### config.mk
export PLATFORM = sky130hd
export DESIGN_NAME = rbm_inference_controller
export DESIGN_NICKNAME = d
export VERILOG_FILES = /design/src/rtl/rbm_inference_controller.sv
export SDC_FILE = /design/constraint.sdc
export NUM_CORES = 1
export LEC_CHECK = 0
export ABC_AREA = 1
export ABC_CLOCK_PERIOD_IN_PS = 3000
export CAP_MARGIN = 20
export CORE_UTILIZATION = 38
export CTS_CLUSTER_SIZE = 10
export DETAILED_ROUTE_END_ITERATION = 10
export GPL_TIMING_DRIVEN = 0
export PLACE_DENSITY = 0.69
export SLEW_MARGIN = 20
export SYNTH_ARGS = -nofsm -noshare
export SYNTH_HDL_FRONTEND = slang
export SYNTH_SLANG_ARGS = --single-unit
### constraint.sdc
create_clock -name clock -period 3 [get_ports clock]
set_input_delay 0.75 -clock clock [delete_from_list [all_inputs] [get_ports clock]]
set_output_delay 0.75 -clock clock [all_outputs]
set_load 0.02 [all_outputs]
### src/rtl/rbm_inference_controller.sv
// Bounded-run sequencer for the stochastic RBM classifier datapath: holds the datapath in
// reset, settles it, accumulates N samples per class lane, resolves argmax, hands back the result.
module rbm_inference_controller #(
   parameter int output_bitlength   = 12,
   parameter int out_dim            = 2,
   parameter int acc_bitlength      = 16,
   parameter int counter_bit_length = 10,
   parameter int settle_cycles      = 2,
   parameter int class_bitlength    = 4
) (
   input  logic                                  clock,
   input  logic                                  reset,
   input  logic                                  start_valid_i,
   output logic                                  start_ready_o,
   input  logic [counter_bit_length-1:0]         iter_num_i,
   input  logic                                  abort_i,
   output logic                                  dp_reset_o,
   input  logic [out_dim*output_bitlength-1:0]   dp_output_i,
   output logic [out_dim*acc_bitlength-1:0]      cumulation_o,
   output logic [class_bitlength-1:0]            result_class_o,
   output logic                                  result_valid_o,
   input  logic                                  result_ready_i,
   output logic                                  busy_o
);

   // state    | meaning
   // S_IDLE   | waiting for a request; datapath held in reset
   // S_CLEAR  | one cycle: zero accumulators, class and counters
   // S_SETTLE | datapath released; pipeline-fill outputs discarded
   // S_ACCUM  | N cycles of saturating per-lane accumulation
   // S_ARGMAX | one lane per cycle, strictly-greater replaces the best
   // S_DONE   | result offered on valid/ready; outputs frozen

   typedef enum logic [2:0] {
      S_IDLE,
      S_CLEAR,
      S_SETTLE,
      S_ACCUM,
      S_ARGMAX,
      S_DONE
   } state_t;

   localparam int CW0 = (counter_bit_length > class_bitlength) ? counter_bit_length : class_bitlength;
   localparam int SB  = $clog2(settle_cycles + 1);
   localparam int CW  = (CW0 > SB) ? CW0 : SB;
   localparam int SW  = ((acc_bitlength > output_bitlength) ? acc_bitlength : output_bitlength) + 1;
   localparam logic [acc_bitlength-1:0]   ACC_MAX   = '1;
   localparam logic [class_bitlength-1:0] LANE_LAST = class_bitlength'(out_dim - 1);

   state_t                          state_q, state_d;
   logic [CW-1:0]                   cnt_q, cnt_d;
   logic [counter_bit_length-1:0]   n_q, n_d;
   logic [class_bitlength-1:0]      lane_q, lane_d;
   logic [class_bitlength-1:0]      class_q, class_d;
   logic [acc_bitlength-1:0]        best_q, best_d;
   logic [acc_bitlength-1:0]        acc_q [out_dim];
   logic [acc_bitlength-1:0]        acc_d [out_dim];
   logic [acc_bitlength-1:0]        sel_val;
   logic [SW-1:0]                   sum;
   logic                            dp_reset_q, dp_reset_d;
   logic                            result_valid_q, result_valid_d;

   always_ff @(posedge clock or posedge reset) begin
      if (reset) begin
         state_q <= S_IDLE;
      end else begin
         state_q <= state_d;
      end
   end

   always_comb begin
      state_d = state_q;
      if (abort_i && (state_q != S_IDLE)) begin
         state_d = S_IDLE;
      end else begin
         case (state_q)
            S_IDLE:   if (start_valid_i) state_d = S_CLEAR;
            S_CLEAR:  state_d = S_SETTLE;
            S_SETTLE: if (cnt_q == '0) state_d = (n_q == '0) ? S_ARGMAX : S_ACCUM;
            S_ACCUM:  if (cnt_q == '0) state_d = S_ARGMAX;
            S_ARGMAX: if (lane_q == LANE_LAST) state_d = S_DONE;
            S_DONE:   if (result_ready_i) state_d = S_IDLE;
            default:  state_d = S_IDLE;
         endcase
      end
   end

   // Registered outputs are decoded from the next state so they line up with the state register.
   always_comb begin
      dp_reset_d     = !((state_d == S_SETTLE) || (state_d == S_ACCUM));
      result_valid_d = (state_d == S_DONE);
   end

   assign start_ready_o = (state_q == S_IDLE);
   assign busy_o        = (state_q != S_IDLE);

   always_comb begin
      sel_val = '0;
      for (int l = 0; l < out_dim; l++) begin
         if (lane_q == class_bitlength'(l)) sel_val = acc_q[l];
      end
   end

   always_comb begin
      cnt_d   = cnt_q;
      n_d     = n_q;
      lane_d  = lane_q;
      class_d = class_q;
      best_d  = best_q;
      sum     = '0;
      for (int l = 0; l < out_dim; l++) acc_d[l] = acc_q[l];

      if (abort_i && (state_q != S_IDLE)) begin
         cnt_d   = '0;
         lane_d  = '0;
         class_d = '0;
         best_d  = '0;
         for (int l = 0; l < out_dim; l++) acc_d[l] = '0;
      end else begin
         case (state_q)
            S_IDLE: begin
               if (start_valid_i) n_d = iter_num_i;
            end
            S_CLEAR: begin
               cnt_d   = CW'(settle_cycles - 1);
               lane_d  = '0;
               class_d = '0;
               best_d  = '0;
               for (int l = 0; l < out_dim; l++) acc_d[l] = '0;
            end
            S_SETTLE: begin
               if (cnt_q != '0) cnt_d = cnt_q - CW'(1);
               else if (n_q != '0) cnt_d = CW'(n_q) - CW'(1);
               else cnt_d = '0;
            end
            S_ACCUM: begin
               if (cnt_q != '0) cnt_d = cnt_q - CW'(1);
               for (int l = 0; l < out_dim; l++) begin
                  sum = SW'(acc_q[l]) + SW'(dp_output_i[l*output_bitlength +: output_bitlength]);
                  acc_d[l] = (sum > SW'(ACC_MAX)) ? ACC_MAX : sum[acc_bitlength-1:0];
               end
            end
            S_ARGMAX: begin
               // Lane 0 always wins against the zeroed best unless it is zero, where class 0 stands anyway.
               if (sel_val > best_q) begin
                  best_d  = sel_val;
                  class_d = lane_q;
               end
               if (lane_q != LANE_LAST) lane_d = lane_q + class_bitlength'(1);
            end
            default: ;
         endcase
      end
   end

   always_ff @(posedge clock or posedge reset) begin
      if (reset) begin
         cnt_q          <= '0;
         n_q            <= '0;
         lane_q         <= '0;
         class_q        <= '0;
         best_q         <= '0;
         dp_reset_q     <= 1'b1;
         result_valid_q <= 1'b0;
         for (int l = 0; l < out_dim; l++) acc_q[l] <= '0;
      end else begin
         cnt_q          <= cnt_d;
         n_q            <= n_d;
         lane_q         <= lane_d;
         class_q        <= class_d;
         best_q         <= best_d;
         dp_reset_q     <= dp_reset_d;
         result_valid_q <= result_valid_d;
         for (int l = 0; l < out_dim; l++) acc_q[l] <= acc_d[l];
      end
   end

   for (genvar g = 0; g < out_dim; g++) begin : g_pack
      assign cumulation_o[g*acc_bitlength +: acc_bitlength] = acc_q[g];
   end

   assign dp_reset_o     = dp_reset_q;
   assign result_valid_o = result_valid_q;
   assign result_class_o = class_q;

endmodule
# Yosys cells after proc, flatten, opt, wreduce, memory -nomap -nowiden

Index checks and enable logic that the tools add are counted.

Reduce and logical (&&, ||, !) cells: 17
Multiplexer cells: 28
Equality and inequality tests: 13
Bitwise operators: 1
Add/subtract/negate cells: 5
$lt $le $gt $ge: 3

Operators by type and width:

| cell                                                                               | count |
|---|---|
| 16-bit 2-to-1 mux                                                                  | 6 |
| 32-bit one-hot mux with 2 select lines                                             | 1 |
| 10-bit 2-to-1 mux                                                                  | 4 |
| 16-bit by 12-bit adder with 17-bit output                                          | 2 |
| 17-bit by 16-bit greater-than comparator with 1-bit output (second input constant) | 2 |
| 32-bit 2-to-1 mux                                                                  | 1 |
| 16-bit one-hot mux with 2 select lines                                             | 1 |
| 10-bit one-hot mux with 3 select lines                                             | 1 |
| 3-bit 2-to-1 mux                                                                   | 7 |
| 10-bit logical NOT                                                                 | 2 |
| 10-bit nonzero test                                                                | 2 |
| 10-bit by 1-bit subtractor with 10-bit output (second input constant)              | 2 |
| 3-bit one-hot mux with 6 select lines                                              | 1 |
| 16-bit greater-than comparator                                                     | 1 |
| 4-bit 2-to-1 mux                                                                   | 4 |
| 4-bit one-hot mux with 2 select lines                                              | 2 |
| 3-bit by 2-bit equality test with 1-bit output (second input constant)             | 4 |
| 3-bit equality test (second input constant)                                        | 3 |
| 3-bit != test (second input constant)                                              | 3 |
| 3-bit nonzero test                                                                 | 3 |
| 2-bit AND reduction                                                                | 3 |
| 4-bit by 1-bit adder with 4-bit output (second input constant)                     | 1 |
| 4-bit by 1-bit equality test with 1-bit output (second input constant)             | 1 |
| 4-bit logical NOT                                                                  | 1 |
| 9 further kinds                                                                    | 9 |

Input port bits: 39
Word-level logic and storage cells: 77
Output and inout port bits: 40
Register bits after elaboration: 81

# Depth between registers and ports, before layout

Gate-level depths: netlist (run 1).

Depth after elaboration: 8
Gate-level depth with buffers: 21
Depth with buffers taken out: 20

# Least setup slack after synthesis (run 1)

Ideal clock, no wire load.

Path type: register to register
Start point: register lane_q[1]
End point: register class_q[0] (netlist: result_class_o[0])
Required time: 2.883 ns
Buffers on the path: 2
Setup time: 0.117 ns
Arrival: 2.393 ns
Period minus slack after synthesis: 2.509 ns
Cell stages (with the launch flop): 17
Setup slack: 0.491 ns
Cells stage by stage: dfrtp_1 -> inv_1 -> ha_1 -> nand3_1 -> clkbuf_1 -> o21a_1 -> inv_1 -> ha_1 -> nand4_1 -> nor2_1 -> nand3_1 -> and2_1 -> nand2_1 -> nand2_1 -> buf_2 -> nand2_1 -> nand2_1

Cells in the longest elaborated chain, start to end: 6
Elaborated cells between the ends (all ways): 7
Those cells by class: 1 x order compare; 2 x eq/ne; 2 x mux; 2 x reduce/logical

RTL lines:

| what                                     | RTL line | source |
|---|---|---|
| start: declaration                       | 53       | `logic [class_bitlength-1:0] lane_q, lane_d;` |
| start signal: assignment                 | 169      | `lane_q <= lane_d;` |
| 4-bit logical NOT                        | 100      | `if (lane_q == class_bitlength'(l)) sel_val = acc_q[l];` |
| 16-bit 2-to-1 mux                        | 100      |  |
| 16-bit 2-to-1 mux (*)                    | 100      |  |
| 16-bit greater-than comparator (*)       | 145      | `if (sel_val > best_q) begin` |
| 3-bit != test (no source line) (*)       | --       |  |
| 2-bit AND reduction (no source line) (*) | --       |  |
| end signal: assignment                   | 170      | `class_q <= class_d;` |
| end: declaration                         | 54       | `logic [class_bitlength-1:0] class_q, class_d;` |

Every way passes the cells marked *; elsewhere a longest branch is shown, timed or not.
A chain may end at the register's enable or synchronous reset.

# Final worst setup path (run 1)

Start point: register lane_q[0]
End point: register best_q[4]

Cells in the longest elaborated chain, start to end: 6
Elaborated cells between the ends (all ways): 10
Those cells by class: 1 x order compare; 2 x eq/ne; 5 x mux; 2 x reduce/logical

RTL lines:

| what                                                                                     | RTL line | source |
|---|---|---|
| 4-bit logical NOT                                                                        | 100      |  |
| 16-bit 2-to-1 mux                                                                        | 100      |  |
| 16-bit 2-to-1 mux (*)                                                                    | 100      |  |
| 16-bit greater-than comparator or 16-bit 2-to-1 mux (tied branches)                      | 145      |  |
| 3-bit != test (no source line) or 16-bit one-hot mux with 2 select lines (tied branches) | --       |  |
| 2-bit AND reduction (no source line) or 16-bit 2-to-1 mux (tied branches)                | --       |  |
| end signal: assignment                                                                   | 171      | `best_q <= best_d;` |
| end: declaration                                                                         | 55       | `logic [acc_bitlength-1:0] best_q, best_d;` |

Every way passes the cells marked *; elsewhere a longest branch is shown, timed or not. The select of a mux whose other input is x is not followed.

==> results of run 1 <==
-- stage by stage --
step / utilization / setup TNS [ns] / std cells
CTS: 0.479 / 0 / 1363
global placement: 0.456 / -101.31 / 1346
finish: 0.480 / 0 / 1364
floorplan: - / 0 / 1048
global route: 0.480 / 0 / 1364
detailed placement: 0.458 / -0.549 / 1347
-- where the power goes --
| part | internal [mW] | total (mW) | switching (mW) | leakage (nW) |
|---|---|---|---|---|
| clock network | 0.835 | 1.29 | 0.455 | 0.166 |
| logic | 1.13 | 3.20 | 2.07 | 3.16 |
| registers | 1.30 | 1.53 | 0.229 | 1.10 |
-- cells in the final DEF (no fill, tap or decap), types with 2 or more instances in the layout --
| cell | count |
|---|---|
| xor2_1 | 10 |
| inv_1 | 178 |
| clkbuf_16 | 9 |
| clkbuf_1 | 8 |
| o21ai_1 | 2 |
| inv_2 | 2 |
| bufinv_16 | 3 |
| nor2_2 | 3 |
| nand3b_1 | 2 |
| o21a_1 | 12 |
| nand3_1 | 98 |
| a22oi_1 | 3 |
| xnor2_1 | 10 |
| and2_1 | 2 |
| nand3_2 | 2 |
| clkdlybuf4s50_1 | 78 |
| nand2_1 | 400 |
| or2_2 | 3 |
| fa_1 | 2 |
| buf_4 | 2 |
| nor3_1 | 7 |
| nand4_1 | 9 |
| a21oi_1 | 24 |
| a21oi_2 | 2 |
| ha_1 | 44 |
| buf_2 | 12 |
| nand2_2 | 4 |
| o21ai_0 | 35 |
| dfrtp_1 | 80 |
| nor2_1 | 85 |
-- kinds of logic after synthesis --
logic type	count (synthesis)	synth area share
AO/OA/AOI/OAI	80	0.0687
XOR/XNOR	20	0.0267
flip-flops	81	0.309
adder cells (fa/ha/maj)	47	0.0919
buffers and inverters	203	0.119
AND/OR/NAND/NOR	617	0.385
-- timing repair --
action	4_1_cts	5_1_grt
setup endpoints to repair	20	20
resized for setup	2	7
gates cloned	0	0
buffers inserted	0	1
-- layer usage --
metal,track usage,share of wire,vias to the layer above
met5,0,0,-
li1,-,-,3410
met3,0.0259,0.035,18
met1,0.265,0.49,2898
met4,0.0606,0.014,0
met2,0.337,0.46,121
-- registers in the layout, indices dropped and copies added, names as in the netlist --
register / cells
cnt_q: 10
dp_reset_o: 1
n_q: 10
lane_q: 4
best_q: 16
result_class_o: 4
state_q: 3
result_valid_o: 1
cumulation_o: 32
-- tightest hold or removal path, stage by stage (launching register included) --
cell and delay, ns:
dfrtp_1 0.34, nand3_1 0.07, nand2_1 0.06
-- cell type report --
class / instances / area [sq um]
plain buffers: 22 / 106
clock buffers: 11 / 243
clock inverters: 5 / 103
fillers: 1747 / 8680
inverters: 181 / 682
multi-input cells: 764 / 3770
flip-flops and latches: 81 / 2030
well taps: 220 / 275
repair buffers: 80 / 816
-- worst paths after layout --
check,startpoint,slack (ns),endpoint
worst max-delay path,lane_q[0]$_DFFE_PP0P_,0.24,best_q[4]$_DFFE_PP0P_
worst min-delay path,best_q[2]$_DFFE_PP0P_,0.51,best_q[2]$_DFFE_PP0P_
worst max register to register,lane_q[0]$_DFFE_PP0P_,0.24,best_q[4]$_DFFE_PP0P_
worst min register to register,best_q[2]$_DFFE_PP0P_,0.51,best_q[2]$_DFFE_PP0P_
max in group asynchronous,reset,1.62,best_q[14]$_DFFE_PP0P_
min in group asynchronous,reset,0.78,cumulation_o[13]$_DFFE_PP0P_
==> flow_metrics.env, run 1 <==
export IMPL_dr_pass1_iters=5
export IMPL_clock_sinks=81
export IMPL_drive_above_1_share=0.0455
export IMPL_ys_flop_type="dfrtp_1"
export IMPL_yosys_warnings=0
export IMPL_routed_wl_microns=16900
export IMPL_reg2regPathDepth=16
export IMPL_wl_per_cell_microns=12.4
export IMPL_hold_violations=0
export IMPL_cp_num_buf_inv=4
export IMPL_gp_congestion=0.869
export IMPL_synth_fp_nets=1134
export IMPL_clockBufferDepth=2
export IMPL_overflow=0
export IMPL_clock_latency_ns=0.35
export IMPL_io_pins=79
export IMPL_num_antenna_cells=0
export IMPL_synth_area_sq_um=6560
export IMPL_synth_top_area_frac=0.305
export IMPL_yosys_cell_types_count=32
export IMPL_postLayoutCellArea_sq_um=8020
export IMPL_ir_drop_mv=0.653
export IMPL_ant_nets=0
export IMPL_cp_arrival_ns=2.99
export IMPL_yosysTopAreaCell="dfrtp_1"
export IMPL_nets=1225
export IMPL_worst_path_stages=16
export IMPL_slew_violations=0
export IMPL_pre_cts_ws_ns=-0.0587
export IMPL_leakagePower_nw=4.43
export IMPL_holdWs_ns=0.507
export IMPL_synth_most_common_cell="nand2_1"
export IMPL_antenna_found_initial=0
export IMPL_max_freq_mhz=363
export IMPL_place_area_sq_um=7650
export IMPL_hold_path_cell_count=2
export IMPL_status="finished, final reports clean"
export IMPL_grt_usage=0.200
export IMPL_hpwl_microns=13400
export IMPL_grt_pass1_wl_microns=28500
export IMPL_tritoncts="done"
export IMPL_start_kind="register"
export IMPL_crit_path_max_fanout=10
export IMPL_drt_vias_per_instance=4.73
export IMPL_slowest_delay_ns=0.39
export IMPL_rows=47
export IMPL_fin_ws_ns=0.242
export IMPL_numCtsBuffers=9
export IMPL_dieArea_sq_um=17800
export IMPL_post_route_period_util=0.919
export IMPL_crit_slowest_cell="dfrtp_1"
export IMPL_syn_area_per_cell_sq_um=6.26
export IMPL_max_cap_violations=0
export IMPL_worstSetupPathType="reg -> reg"
export IMPL_cts_root_buffer="clkbuf_16"
export IMPL_power_mw=6.02
export IMPL_clock_skew_ns=0.00735
export IMPL_crit_chain="inv_1 > ha_1 > nor3b_4 > clkbuf_4 > a22oi_1 > inv_1 > ha_1 > nand4_1 > nor2_2 > nand3_1 > and2_1 > nand2_1 > nand2_1 > buf_2 > nand2_1 > nand2_1"
export IMPL_synth_edf_count=0
export IMPL_synth_area_top_cells="dfrtp_1 31%, nand2_1 23%, inv_1 10%"
export IMPL_yosysSeqAreaShare=0.309
export IMPL_relSlewSlack=0.605
export IMPL_worst_slew_pin_slew_ns=0.591
export IMPL_core_area_sq_um=16700
export IMPL_portBuffers=78
export IMPL_crit_path_end_kind="register"
export IMPL_syn_to_final_growth_pct=22.3
export IMPL_grt_pass1_vias=6125
export IMPL_synth_top_cells_by_count="400 x nand2_1, 179 x inv_1, 99 x nand3_1"
export IMPL_path_delay_family="simple AND/OR/NAND/NOR gates"
export IMPL_drc=0
export IMPL_dr_first_iter_drc_count=329
export IMPL_clkTransAtPathRegs_ns=0.06
export IMPL_start_util=0.393
export IMPL_synthCells=1048
export IMPL_via_count=6447
export IMPL_power_density_nw_per_um2=750
export IMPL_crit_path_frequent_cell="nand2_1"
export IMPL_async_reset_ff_frac=1.00
export IMPL_die_y_microns=133
export IMPL_synth_seq_cells=81
export IMPL_htreeDepth=3
export IMPL_worstPathRequired_ns=3.23
export IMPL_hp_class="reg -> reg"
export IMPL_setup_violations=0
export IMPL_hold_buffers=0
export IMPL_grt_max_degree=47
export IMPL_fin_crit_ns=2.76
export IMPL_die_w_microns=133
export IMPL_rsz0062_at_grt="false"
(Power assumes the default switching activity.)
==> run 2: changes to the inputs <==
CAP_MARGIN = 25   (was 20)
CORE_MARGIN = 3   (was unset)
SKIP_CTS_REPAIR_TIMING = 1   (was unset)
==> flow_metrics.env, run 2 (synthesis results as in run 1) <==
export IMPL_rows=47
export IMPL_dr_pass1_iters=5
export IMPL_start_util=0.391
export IMPL_min_delay_start="result_class_o[0]$_DFFE_PP0P_"
export IMPL_core_area_sq_um=16800
export IMPL_clock_latency_ns=0.34
export IMPL_grt_max_degree=49
export IMPL_holdWs_ns=0.510
export IMPL_via_count=6545
export IMPL_ant_nets=0
export IMPL_dieArea_sq_um=18900
export IMPL_fin_tns_setup_ns=0
export IMPL_ir_drop_mv=0.509
export IMPL_cp_startpoint="lane_q[0]$_DFFE_PP0P_"
export IMPL_p_sw_mw=2.75
export IMPL_htreeDepth=3
export IMPL_clock_sinks=81
export IMPL_clockBufferDepth=2
export IMPL_grt_usage=0.192
export IMPL_worstSetupPathType="reg -> reg"
export IMPL_slowest_delay_ns=0.41
export IMPL_final_common_cell="nand2_1"
export IMPL_final_core_util=0.475
export IMPL_power_frac_comb=0.561
export IMPL_fin_crit_ns=2.76
export IMPL_worst_slew_pin_slew_ns=0.616
export IMPL_largest_reg_flops=32
export IMPL_intPower_mw=3.03
export IMPL_max_freq_mhz=363
export IMPL_power_density_nw_per_um2=726
export IMPL_max_cap_violations=0
export IMPL_portBuffers=78
export IMPL_drc=0
export IMPL_clock_skew_ns=0.00769
export IMPL_numCtsBuffers=9
export IMPL_setup_violations=0
export IMPL_crit_path_max_fanout=10
export IMPL_clkTransAtPathRegs_ns=0.06
export IMPL_crit_path_end_kind="register"
export IMPL_register_area_sq_um=2030
export IMPL_gp_congestion=0.857
export IMPL_final_cell_mix="400 x nand2_1, 177 x inv_1, 98 x nand3_1"
export IMPL_syn_to_final_growth_pct=21.3
export IMPL_cts_root_buffer="clkbuf_16"
export IMPL_rsz0062_at_grt="false"
export IMPL_dr_first_iter_drc_count=380
export IMPL_antenna_found_initial=0
export IMPL_r2r_start="lane_q[0]$_DFFE_PP0P_"
export IMPL_routed_wl_microns=17100
export IMPL_crit_chain="inv_1 > ha_1 > nor3b_4 > buf_6 > a22oi_1 > inv_1 > ha_1 > nand4_1 > nor2_2 > nand3_1 > and2_1 > nand2_1 > nand2_1 > buf_2 > nand2_1 > nand2_1"
export IMPL_relSlewSlack=0.589
export IMPL_tritoncts="done"
export IMPL_grt_pass1_vias=6190
export IMPL_netSwitchingFraction=0.475
export IMPL_leakagePower_nw=4.39
export IMPL_hpwl_microns=13700
export IMPL_nets=1225
export IMPL_hp_class="reg -> reg"
export IMPL_start_kind="register"
export IMPL_overflow=0
export IMPL_grt_pass1_wl_microns=29200
export IMPL_cp_num_buf_inv=4
export IMPL_hold_violations=0
export IMPL_slew_violations=0
export IMPL_worstPathRequired_ns=3.22
export IMPL_num_antenna_cells=0
export IMPL_io_pins=79
export IMPL_pwr_share_seq=0.267
export IMPL_n_fill_cell=1762
export IMPL_multi_input_area_sq_um=3790
export IMPL_pwr_share_clk=0.173
export IMPL_die_w_microns=137
export IMPL_status="finished, final reports clean"
export IMPL_post_route_period_util=0.919
export IMPL_drive_above_1_share=0.0472
export IMPL_crit_path_frequent_cell="nand2_1"
export IMPL_path_delay_family="simple AND/OR/NAND/NOR gates"
export IMPL_wl_per_cell_microns=12.5
export IMPL_cp_arrival_ns=2.98
export IMPL_die_y_microns=137
export IMPL_crit_slowest_cell="dfrtp_2"
export IMPL_drt_vias_per_instance=4.80
[run 2: routing by layer]
metal / vias up / wire, microns / global-route usage
met2: 143 / 8030 / 0.323
met5: - / 0 / 0
met1: 2970 / 8100 / 0.259
li1: 3417 / - / -
met4: 0 / 221 / 0.0543
met3: 15 / 742 / 0.0241
[run 2: tightest hold or removal path, cell delays in order, from the launching register on]
cell	delay, ns
dfrtp_1	0.34
nand3_1	0.07
nand2_1	0.06
[run 2: stage by stage]
stage	power, mW	std cells	instance area, sq um	setup slack [ns]
floorplan	3.76	1048	6560	0.172
global placement	4.68	1346	7620	-1.25
detailed placement	4.72	1347	7640	-0.126
CTS	5.74	1362	7900	-0.0615
global route	6.33	1363	7960	0.0143
finish	5.78	1363	7960	0.244
[run 2: power groups by stage]
stage,sequential (mW),clock (mW),combinational [mW]
final,1.54,0.998,3.24
after global routing,1.57,1.06,3.70
after CTS,1.53,1.02,3.19
after detailed placement,1.55,0,3.17
after global placement,1.55,0,3.13
after floorplan,1.58,0,2.18
[run 2: layout make-up]
| type | instances | share of cell area |
|---|---|---|
| Tap cell | 220 | 0.0346 |
| Clock inverter | 3 | 0.00220 |
| Buffer | 22 | 0.0141 |
| Sequential cell | 81 | 0.255 |
| Multi-Input combinational cell | 764 | 0.476 |
| Clock buffer | 12 | 0.0310 |
| Inverter | 181 | 0.0857 |
| Timing Repair Buffer | 80 | 0.102 |
[run 2: path summary, 6_finish.rpt]
path,endpoint,slack [ns],cells after the start
worst max-delay path,best_q[5]$_DFFE_PP0P_,0.24,16
worst min-delay path,result_class_o[0]$_DFFE_PP0P_,0.51,2
worst max register to register,best_q[5]$_DFFE_PP0P_,0.24,16
worst min register to register,result_class_o[0]$_DFFE_PP0P_,0.51,2
max in group asynchronous,cumulation_o[8]$_DFFE_PP0P_,1.55,3
min in group asynchronous,cumulation_o[9]$_DFFE_PP0P_,0.84,2
==> run 3: changes to the inputs <==
ABC_CLOCK_PERIOD_IN_PS = 2820   (was 3000)
clock period = 2.82 ns   (was 3 ns; I/O delays follow)
==> flow_metrics.env, run 3 (synthesis results as in run 1) <==
export IMPL_r2r_start="lane_q[1]$_DFFE_PP0P_"
export IMPL_clockBufferDepth=2
export IMPL_routed_wl_microns=17700
export IMPL_fin_ws_ns=0.151
export IMPL_grt_pass1_vias=6190
export IMPL_drc=0
export IMPL_crit_path_max_fanout=6
export IMPL_hp_class="reg -> reg"
export IMPL_nets=1231
export IMPL_hold_violations=0
export IMPL_min_delay_start="best_q[15]$_DFFE_PP0P_"
export IMPL_postLayoutCellArea_sq_um=8250
export IMPL_htreeDepth=3
export IMPL_wl_per_cell_microns=12.9
export IMPL_pre_cts_ws_ns=-0.261
export IMPL_max_freq_mhz=375
export IMPL_clock_skew_ns=0.00918
export IMPL_relSlewSlack=0.586
export IMPL_start_util=0.391
export IMPL_worstPathRequired_ns=3.05
export IMPL_clock_latency_ns=0.34
export IMPL_final_common_cell="nand2_1"
export IMPL_core_area_sq_um=16800
export IMPL_grt_usage=0.192
export IMPL_cp_arrival_ns=2.90
export IMPL_post_route_period_util=0.947
export IMPL_final_cell_mix="393 x nand2_1, 166 x inv_1, 95 x nand3_1"
export IMPL_antenna_found_initial=0
export IMPL_drt_vias_per_instance=4.86
export IMPL_clkTransAtPathRegs_ns=0.06
export IMPL_gp_congestion=0.857
export IMPL_reg2regPathDepth=16
export IMPL_die_w_microns=137
export IMPL_largest_reg_flops=32
export IMPL_fin_tns_setup_ns=0
export IMPL_worstSetupPathType="reg -> reg"
export IMPL_dieArea_sq_um=18900
export IMPL_clock_sinks=81
export IMPL_ant_nets=0
export IMPL_syn_to_final_growth_pct=25.8
export IMPL_n_fill_cell=1700
export IMPL_grt_pass1_wl_microns=29200
export IMPL_via_count=6655
export IMPL_drive_above_1_share=0.0853
export IMPL_crit_path_end_kind="register"
export IMPL_numCtsBuffers=9
export IMPL_cts_root_buffer="clkbuf_16"
export IMPL_hpwl_microns=13700
export IMPL_die_y_microns=137
export IMPL_slew_violations=0
export IMPL_fin_crit_ns=2.67
export IMPL_overflow=0
export IMPL_rows=47
export IMPL_dr_first_iter_drc_count=367
export IMPL_status="finished, final reports clean"
export IMPL_dr_pass1_iters=5
export IMPL_power_density_nw_per_um2=789
export IMPL_place_area_sq_um=7640
export IMPL_num_antenna_cells=0
export IMPL_tritoncts="done"
export IMPL_start_kind="register"
export IMPL_portBuffers=78
export IMPL_grt_max_degree=49
export IMPL_hold_path_cell_count=2
export IMPL_ir_drop_mv=0.546
export IMPL_worst_slew_pin_slew_ns=0.621
export IMPL_leakagePower_nw=4.43
export IMPL_max_cap_violations=0
export IMPL_io_pins=79
export IMPL_cp_startpoint="lane_q[1]$_DFFE_PP0P_"
export IMPL_setup_violations=0
==> run 3: area by class of cell <==
cell class	count	area [sq um]	share of cell area
Inverter	181	684	0.0829
Clock buffer	12	246	0.0299
Buffer	22	139	0.0168
Multi-Input combinational cell	764	3990	0.484
Tap cell	220	275	0.0334
Timing Repair Buffer	86	868	0.105
Sequential cell	81	2030	0.246
Clock inverter	3	17.5	0.00212
==> run 3: metal layers <==
layer / share of wire / up-vias / global-route usage
li1: - / 3431 / -
met1: 0.47 / 3065 / 0.259
met2: 0.47 / 143 / 0.323
met3: 0.042 / 16 / 0.0241
met4: 0.013 / 0 / 0.0543
met5: 0 / - / 0
==> run 3: critical path: stages, from the launching register on <==
cell     delay [ns]
dfrtp_1        0.41
inv_2          0.10
ha_4           0.20
nand3_4        0.14
inv_2          0.09
a22oi_2        0.25
inv_1          0.07
ha_1           0.30
nand4_1        0.14
nor2_2         0.16
nand3_1        0.07
and2_1         0.17
nand2_2        0.10
nand2_4        0.08
buf_6          0.16
nand2_1        0.05
nand2_1        0.05
==> run 3: path summary, 6_finish.rpt <==
check	end	slack, ns
max	best_q[5]$_DFFE_PP0P_	0.15
min	best_q[15]$_DFFE_PP0P_	0.51
max reg2reg	best_q[5]$_DFFE_PP0P_	0.15
min reg2reg	best_q[15]$_DFFE_PP0P_	0.51
max in group asynchronous	cumulation_o[8]$_DFFE_PP0P_	1.41
min in group asynchronous	cumulation_o[9]$_DFFE_PP0P_	0.79
==> run 3: stage by stage <==
stage	utilization	instances	hold slack, ns	power, mW
6_report	0.492	1369	0.509	6.51
5_1_grt	0.492	1369	0.530	7.10
4_1_cts	0.472	1362	0.511	6.11
3_5_place_dp	0.456	1347	0.494	5.02
3_3_place_gp	0.454	1346	0.490	4.98
2_1_floorplan	-	1048	0.471	4.00
==> run 3: power breakdown <==
part	switching, mW	total, mW	leakage [nW]	internal (mW)
registers	0.260	1.65	1.10	1.39
clock network	0.452	1.06	0.128	0.612
logic	2.37	3.80	3.21	1.44
